`src/rtl/imem_loader_pkg.sv`:
```
// Shared processor definitions for the Text memory loader: widths and loader FSM states.
package imem_loader_pkg;

  localparam int TEXT_ADDR_W = 10;
  localparam int INSTR_W     = 32;

  typedef enum logic [2:0] {
    S_IDLE,
    S_LEN_HI,
    S_LEN_LO,
    S_DATA,
    S_WRITE,
    S_CHK,
    S_DONE,
    S_ERROR
  } state_e;

endpackage

```
`src/rtl/loader_word_asm.sv`:
```
// Big-endian word assembler: four accepted bytes shift in MSB-first; word_ready_o marks the 4th.
// Latency: word is complete the cycle after the 4th shift; no backpressure of its own.
module loader_word_asm
  import imem_loader_pkg::*;
(
  input  logic               clk,
  input  logic               rst,
  input  logic               clr_i,
  input  logic               shift_en_i,
  input  logic [7:0]         byte_i,
  output logic [INSTR_W-1:0] word_o,
  output logic               word_ready_o
);

  logic [1:0]         idx_q, idx_d;
  logic [INSTR_W-1:0] word_q, word_d;

  always_comb begin
    idx_d  = idx_q;
    word_d = word_q;
    if (clr_i) begin
      idx_d = 2'd0;
    end else if (shift_en_i) begin
      word_d = {word_q[INSTR_W-9:0], byte_i};
      idx_d  = idx_q + 2'd1;
    end
  end

  always_ff @(posedge clk) begin
    if (!rst) begin
      idx_q  <= 2'd0;
      word_q <= '0;
    end else begin
      idx_q  <= idx_d;
      word_q <= word_d;
    end
  end

  assign word_o       = word_q;
  assign word_ready_o = shift_en_i && !clr_i && (idx_q == 2'd3);

endmodule

```
`src/rtl/imem_loader.sv`:
```
// Text memory program loader: {len_hi, len_lo, N*4 data bytes [, xor checksum]} -> one write per word.
// 5 cycles per word at full rate; byte_ready is state-only, byte_valid low just stalls. Trailer: LOADER_CHECKSUM_EN.
module imem_loader
  import imem_loader_pkg::*;
#(
  parameter int ADDR_W    = TEXT_ADDR_W,
  parameter int BASE_ADDR = 0,
  parameter int DEPTH     = 1024
) (
  input  logic               clk,
  input  logic               rst,
  input  logic               start,
  input  logic               byte_valid,
  input  logic [7:0]         byte_data,
  output logic               byte_ready,
  output logic [ADDR_W-1:0]  w_addr,
  output logic               w_en,
  output logic [INSTR_W-1:0] din,
  output logic               cpu_hold,
  output logic               busy,
  output logic               done,
  output logic               err,
  output logic [15:0]        word_count
);

  if (BASE_ADDR + DEPTH > (1 << ADDR_W)) begin : g_param_check
    $error("imem_loader: BASE_ADDR + DEPTH must not exceed 2**ADDR_W");
  end

  localparam logic [ADDR_W-1:0] BASE_A  = ADDR_W'(BASE_ADDR);
  localparam logic [16:0]       DEPTH_L = 17'(DEPTH);
`ifdef LOADER_CHECKSUM_EN
  localparam state_e END_ST = S_CHK;
`else
  localparam state_e END_ST = S_DONE;
`endif

  state_e            state_q, state_d;
  logic [15:0]       len_q, len_d;
  logic [15:0]       cnt_q, cnt_d;
  logic [ADDR_W-1:0] addr_q, addr_d;
  logic              done_q, done_d;
  logic              err_q, err_d;
  logic              hold_q, hold_d;
`ifdef LOADER_CHECKSUM_EN
  logic [7:0]        chk_q, chk_d;
`endif

  logic              accept;
  logic              asm_clr;
  logic              asm_shift;
  logic              word_ready;
  logic [16:0]       len_new;

  assign byte_ready = (state_q == S_LEN_HI) || (state_q == S_LEN_LO) ||
                      (state_q == S_DATA)   || (state_q == S_CHK);
  assign accept     = byte_valid && byte_ready;
  assign len_new    = {1'b0, len_q[15:8], byte_data};

  loader_word_asm u_word_asm (
    .clk          (clk),
    .rst          (rst),
    .clr_i        (asm_clr),
    .shift_en_i   (asm_shift),
    .byte_i       (byte_data),
    .word_o       (din),
    .word_ready_o (word_ready)
  );

  always_comb begin
    state_d   = state_q;
    len_d     = len_q;
    cnt_d     = cnt_q;
    addr_d    = addr_q;
    done_d    = done_q;
    err_d     = err_q;
    hold_d    = hold_q;
    asm_clr   = 1'b0;
    asm_shift = 1'b0;
`ifdef LOADER_CHECKSUM_EN
    chk_d     = chk_q;
`endif
    case (state_q)
      S_IDLE, S_DONE, S_ERROR: begin
        if (start) begin
          state_d = S_LEN_HI;
          done_d  = 1'b0;
          err_d   = 1'b0;
          cnt_d   = 16'd0;
          addr_d  = BASE_A;
          hold_d  = 1'b1;
          asm_clr = 1'b1;
`ifdef LOADER_CHECKSUM_EN
          chk_d   = 8'd0;
`endif
        end
      end
      S_LEN_HI: begin
        if (accept) begin
          len_d[15:8] = byte_data;
          state_d     = S_LEN_LO;
        end
      end
      S_LEN_LO: begin
        if (accept) begin
          len_d[7:0] = byte_data;
          asm_clr    = 1'b1;
          if (len_new == 17'd0)        state_d = END_ST;
          else if (len_new > DEPTH_L)  state_d = S_ERROR;
          else                         state_d = S_DATA;
        end
      end
      S_DATA: begin
        if (accept) begin
          asm_shift = 1'b1;
`ifdef LOADER_CHECKSUM_EN
          chk_d     = chk_q ^ byte_data;
`endif
          if (word_ready) state_d = S_WRITE;
        end
      end
      S_WRITE: begin
        cnt_d   = cnt_q + 16'd1;
        addr_d  = addr_q + ADDR_W'(1);
        state_d = (cnt_d == len_q) ? END_ST : S_DATA;
      end
`ifdef LOADER_CHECKSUM_EN
      S_CHK: begin
        if (accept) state_d = (byte_data == chk_q) ? S_DONE : S_ERROR;
      end
`endif
      default: state_d = S_IDLE;
    endcase

    // done/err are levels that rise on entry; the core is released only on a clean finish
    if (state_d == S_DONE && state_q != S_DONE) begin
      done_d = 1'b1;
      hold_d = 1'b0;
    end
    if (state_d == S_ERROR && state_q != S_ERROR) err_d = 1'b1;
  end

  always_ff @(posedge clk) begin
    if (!rst) begin
      state_q <= S_IDLE;
      len_q   <= 16'd0;
      cnt_q   <= 16'd0;
      addr_q  <= BASE_A;
      done_q  <= 1'b0;
      err_q   <= 1'b0;
      hold_q  <= 1'b1;
`ifdef LOADER_CHECKSUM_EN
      chk_q   <= 8'd0;
`endif
    end else begin
      state_q <= state_d;
      len_q   <= len_d;
      cnt_q   <= cnt_d;
      addr_q  <= addr_d;
      done_q  <= done_d;
      err_q   <= err_d;
      hold_q  <= hold_d;
`ifdef LOADER_CHECKSUM_EN
      chk_q   <= chk_d;
`endif
    end
  end

  assign w_en       = (state_q == S_WRITE);
  assign w_addr     = addr_q;
  assign busy       = (state_q != S_IDLE) && (state_q != S_DONE) && (state_q != S_ERROR);
  assign done       = done_q;
  assign err        = err_q;
  assign cpu_hold   = hold_q;
  assign word_count = cnt_q;

endmodule

```
`config.mk`:
```
export PLATFORM = sky130hd
export DESIGN_NAME = imem_loader
export DESIGN_NICKNAME = d
export VERILOG_FILES = /design/src/rtl/imem_loader_pkg.sv /design/src/rtl/loader_word_asm.sv /design/src/rtl/imem_loader.sv
export SDC_FILE = /design/constraint.sdc
export NUM_CORES = 1
export LEC_CHECK = 0
export BUFFER_PORTS_ARGS = -buffer_cell sky130_fd_sc_hd__buf_2
export CORE_MARGIN = 8
export CORE_UTILIZATION = 30
export CTS_BUF_LIST = sky130_fd_sc_hd__clkbuf_8
export CTS_CLUSTER_DIAMETER = 150
export DETAILED_ROUTE_END_ITERATION = 7
export PLACE_DENSITY_LB_ADDON = 0.3
export SYNTH_ARGS = -nofsm -noshare
export SYNTH_HDL_FRONTEND = slang
export SYNTH_SLANG_ARGS = --single-unit
export TNS_END_PERCENT = 1
```
`constraint.sdc`:
```
create_clock -name clk -period 2.5 [get_ports clk]
set_input_delay 0.125 -clock clk [delete_from_list [all_inputs] [get_ports clk]]
set_output_delay 0.125 -clock clk [all_outputs]
set_load 0.02 [all_outputs]
```
# Yosys cells after proc, flatten, opt, wreduce, memory -nomap -nowiden
# Index checks and enable logic that the tools add are counted.
classes:
  n_reduce_logical: 27
  muxes: 24
  bitwise: 2
  n_eq_ne: 14
  add_sub_neg: 3
  magnitude_cmp: 1
ops:
  columns: ["cell", "n"]
  rows:
  - ["$pmux W16 S2", 1]
  - ["$mux W3", 8]
  - ["$pmux W10 S2", 1]
  - ["$eq A3 B3 Y1 const B", 6]
  - ["$logic_not A17 Y1", 1]
  - ["$add A16 B1 Y16 const B", 1]
  - ["$eq A16 B16 Y1", 1]
  - ["$gt A16 B11 Y1 const B", 1]
  - ["$mux W16", 1]
  - ["$pmux W3 S5", 1]
  - ["$reduce_and A2 Y1", 6]
  - ["$add A10 B1 Y10 const B", 1]
  - ["$mux W1", 10]
  - ["$mux W10", 1]
  - ["$reduce_bool A2 Y1", 5]
  - ["$logic_and A1 B1 Y1", 7]
  - ["$eq A3 B2 Y1 const B", 2]
  - ["$ne A3 B3 Y1 const B", 2]
  - ["$eq A3 B1 Y1 const B", 1]
  - ["$logic_not A3 Y1", 1]
  - ["$logic_or A1 B1 Y1", 3]
  - ["$reduce_bool A3 Y1", 1]
  - ["$reduce_or A3 Y1", 1]
  - ["$add A2 B1 Y2 const B", 1]
  - ["6 further kinds", 7]
word_totals:
  reg_bits: 82
  output_inout_bits: 64
  wordCells: 81

# Longest topological paths before layout
logic_depth:
  ltp_word: 17
  ltp_mapped: 8
  mapped_depth_nobuf: 7

# Modules after synthesis
# A second synthesis with hierarchy kept.
hier_totals:
  cells_unflattened: 518
  area_unflattened_um2: 4307.9
modules_own_cells:
  columns: ["mod", "cells_per_inst", "n_inst", "seq_area_each_um2", "area_per_inst_um2"]
  rows:
  - ["imem_loader", 396, 1, 960.9, 2992.9]
  - ["loader_word_asm", 122, 1, 680.7, 1315.0]

# Least setup slack after synthesis
# Ideal clock, no wire load.
synth_timing:
  kind: "register to register"
  startpoint: "register cnt_q[3], in the netlist word_count[3]"
  endpoint: "register hold_q, in the netlist cpu_hold"
  stages_incl_launch_ff: 9
  arrival_ns: 2.020
  synth_period_minus_slack_ns: 2.136
  n_path_buf: 2
  required_time_ns: 2.384
  slack_ns: 0.364
  cell_sequence: "dfxtp_1 buf_2 and4_1 buf_6 nand4_4 or3_1 a221oi_2 nand4b_1 o211a_1"
synth_via:
  elab_chain_len: 8
  word_cells_on_any_way: 10
  classes_between: "1 x add/sub; 2 x eq/ne; 3 x mux; 4 x reduce/logical"
synth_rtl:
  columns: ["item", "line_no", "source"]
  rows:
  - ["start, declared", "imem_loader.sv:40", "logic [15:0] cnt_q, cnt_d;"]
  - ["start signal, assigned", "imem_loader.sv:158", "cnt_q <= cnt_d;"]
  - ["$add A16 B1 Y16 (*)", "imem_loader.sv:123", "cnt_d = cnt_q + 16'd1;"]
  - ["$eq A16 B16 Y1 (*)", "imem_loader.sv:125", "state_d = (cnt_d == len_q) ? END_ST : S_DATA;"]
  - ["$mux W3 (*)", "imem_loader.sv:125", null]
  - ["$pmux W3 S5 (*)", "imem_loader.sv:83", "case (state_q)"]
  - ["$eq A3 B3 Y1 (*)", "imem_loader.sv:136", "if (state_d == S_DONE && state_q != S_DONE) begin"]
  - ["$logic_and A1 B1 Y1 (*)", "imem_loader.sv:136", null]
  - ["$reduce_bool A2 Y1 (no line)", null, null]
  - ["$reduce_and A2 Y1 (no line)", null, null]
  - ["end signal, assigned", "imem_loader.sv:162", "hold_q <= hold_d;"]
  - ["end, declared", "imem_loader.sv:44", "logic hold_q, hold_d;"]
# Every way passes the cells marked *; elsewhere a longest branch is shown, timed or not.
# A chain may end at the register's enable or synchronous reset.

# Worst setup path in the final report
layout_timing:
  startpoint: "register cnt_q[2], in the netlist word_count[2]"
  endpoint: "register hold_q, in the netlist cpu_hold"
# The elaborated chain is that of the path after synthesis.

==> impl_metrics.json <==
{
  "outcome": "completed",
  "synthTopCellsByCount": "nand2_1 (124), dfxtp_1 (82), a21oi_1 (73)",
  "synth-main-ff-cell": "dfxtp_1",
  "start_util_pct": 30.7,
  "clock_sinks": 82,
  "cts_max_level": 3,
  "maxCapViolCount": 0,
  "fin_area_mm2": 0.00465,
  "arrival_ns": 2.54,
  "reg2reg_depth": 6,
  "nNetsFinal": 592,
  "drtPass1Iterations": 4,
  "cts_buffers": 9,
  "grt_remaining_overflow": 0,
  "synth_nets": 526,
  "hold_path_depth": 3,
  "clock_skew_ns": 0.00603,
  "io_buffers": 75,
  "avgSynthCellArea_um2": 7.62,
  "synth_warnings": 0,
  "die_x_um": 130,
  "synth_top_family_by_area": "simple AND/OR/NAND/NOR gates",
  "n_antenna_cell": 0,
  "clkTransAtPathRegs_ns": 0.08,
  "rsz0062_at_grt": "no",
  "num_io_pins": 76,
  "ys_types": 56,
  "clk_latency_ns": 0.37,
  "num_rows": 41,
  "drive_above_1_share_pct": 19.4,
  "totalPowerFinal_uw": 2450,
  "core_area_mm2": 0.0127,
  "synth_top_cell_by_area": "dfxtp_1",
  "placed_area_mm2": 0.00445,
  "finalMaxSlewViolations": 0,
  "num_vias": 3804,
  "hpwl_mm": 8.27,
  "synthTopCellsByArea": "dfxtp_1 (42%), nand2_1 (12%), a21oi_1 (9.4%)",
  "ant_nets": 0,
  "cts_root_buf": "clkbuf_8",
  "critPathCaptureType": "flop",
  "tightest_slew_ns": 0.726,
  "ys_seq_area_share_pct": 42.1,
  "grt_usage_pct": 14.0,
  "p_per_area_mw_per_mm2": 527,
  "drc_errors": 0,
  "clockBufferDepth": 2,
  "drt_wl_total_mm": 11.4,
  "syn-cell-area_mm2": 0.00390,
  "wire_per_inst_um": 15.1,
  "ys_seq_elements": 82,
  "slew-limit-headroom_pct": 51.6,
  "grt_max_degree": 69,
  "synth_adder_area_share_pct": 0.963,
  "hold_viol_final": 0,
  "final.setup.tns_ns": 0,
  "period_needed_ns": 2.27,
  "yosysTopAreaCellShare_pct": 42.1,
  "required_ns": 2.77,
  "post-cts-setup-buffers": 0,
  "setup_ws_ns": 0.227,
  "cp-start-kind": "flop",
  "fmax_ghz": 0.440,
  "dr.first_iter.drc_count": 300,
  "yosysMostFrequentCell": "nand2_1",
  "synth-xor-area-share_pct": 4.50,
  "dp_slack_ns": 0.233,
  "place_congestion": 0.880,
  "leakage_uw": 0.00184,
  "synth_compound_area_share_pct": 18.9,
  "dieArea_mm2": 0.0169,
  "min_path_type": "in2reg",
  "nFillCells": 1363,
  "critical_path_class": "reg2reg",
  "postSynth.asyncResetShare_pct": 0,
  "synth_edf_count": 0,
  "die_h_um": 130,
  "antenna_found_initial": 0,
  "synthMuxAreaShare_pct": 0.514,
  "grt_pass1_vias": 3702,
  "setup_viol": 0,
  "syn_inst": 511,
  "critPathMaxFanout": 10,
  "routed_via_density": 5.05,
  "areaGrowthSynthToFinish_pct": 19.2,
  "period_share_pct": 90.9,
  "grt_pass1_wl_mm": 18.6,
  "vdd_drop_max_v": 0.000318,
  "tritoncts": "built",
  "synthSimpleGateAreaFrac_pct": 28.5
}
[cell families (layout without fill, tap and decap cells)]
kind of cell               after synthesis  after routing
and+or+nand+nor                        236            236
xor gates and xnor gates                20             20
buffers and inverters                   41            111
AOI/OAI and AO/OA                      127            127
DFF                                     82             82
muxes                                    2              2
adders and majority gates                3              3
[layout by cell type, fill, tap and decap left out, drive strengths merged, types with 4 or more instances in the layout]
| cell | instances |
|---|---|
| nand2 | 124 |
| buf | 89 |
| dfxtp | 82 |
| a21oi | 73 |
| nor2 | 27 |
| o21ai | 23 |
| nand3 | 18 |
| xnor2 | 13 |
| clkbuf | 10 |
| nor3 | 9 |
| and2 | 9 |
| nand4 | 8 |
| xor2 | 7 |
| and3 | 7 |
| nor2b | 6 |
| a31oi | 6 |
| nand2b | 5 |
| or3 | 5 |
| clkinv | 5 |
| inv | 4 |
| nand3b | 4 |
| a311oi | 4 |
| nor4 | 4 |
[per-layer routing]
metal / vias to the layer above / share of wire [%] / GRT usage [%]
met5: - / 0 / 0
met4: 0 / 1.5 / 4.30
met3: 14 / 8.3 / 5.43
met2: 115 / 45 / 21.4
met1: 1780 / 46 / 17.8
li1: 1895 / - / -
[power breakdown]
group | leakage [uW] | internal, uW | switching [uW]
Sequential | 0.000661 | 1320 | 24.0
Clock | 0.0000845 | 387 | 508
Combinational | 0.00109 | 70.6 | 136
Total | 0.00184 | 1780 | 669
[flip-flops by register name (all words and copies together) (netlist names)]
name and flops:
u_word_asm.word_o 32, w_addr 10, u_word_asm.idx_q 2, cpu_hold 1
done 1, len_q 16, err 1, state_q 3
word_count 16
[what timing repair did]
action,in CTS,in global routing
hold buffers,1,0
endpoints found under the hold margin,1,0
gates resized for setup,0,1
endpoints found under the setup margin,0,1
[worst paths after layout]
path                                            startpoint  slack, ns                      to
worst max-delay path            word_count[2]$_SDFFE_PN0P_       0.23   cpu_hold$_SDFFE_PN1P_
worst min-delay path                          byte_data[2]       0.02  len_q[10]$_SDFFE_PN0P_
worst min register to register            err$_SDFFE_PN0P_       0.45        err$_SDFFE_PN0P_
worst max register to register  word_count[2]$_SDFFE_PN0P_       0.23   cpu_hold$_SDFFE_PN1P_
[area by class of cell]
class | count | area (um^2) | area share [%]
Clock buffer | 10 | 138 | 2.96
Clock inverter | 5 | 41.3 | 0.889
Inverter | 6 | 22.5 | 0.485
Multi-Input combinational cell | 388 | 2080 | 44.9
Sequential cell | 82 | 1640 | 35.3
Tap cell | 172 | 215 | 4.63
Timing Repair Buffer | 90 | 503 | 10.8
[stage by stage]
| stage | instances | hold WS, ns | util (%) |
|---|---|---|---|
| final | 753 | 0.0218 | 36.7 |
| after global placement | 737 | 0.411 | 35.1 |
| after floorplan | 511 | 0.261 | - |
| after global routing | 753 | 0.00440 | 36.7 |
| after CTS | 753 | 0.00353 | 36.6 |
| after detailed placement | 737 | 0.414 | 35.1 |
[critical path: stages (launching register included)]
cell and delay [ns]:
dfxtp_1 0.48, and4_1 0.41, nand4_4 0.17, or3_1 0.42, a221oi_2 0.31, nand4b_1 0.21
o211a_1 0.18
No activity file was read; power rests on OpenSTA's default activity.
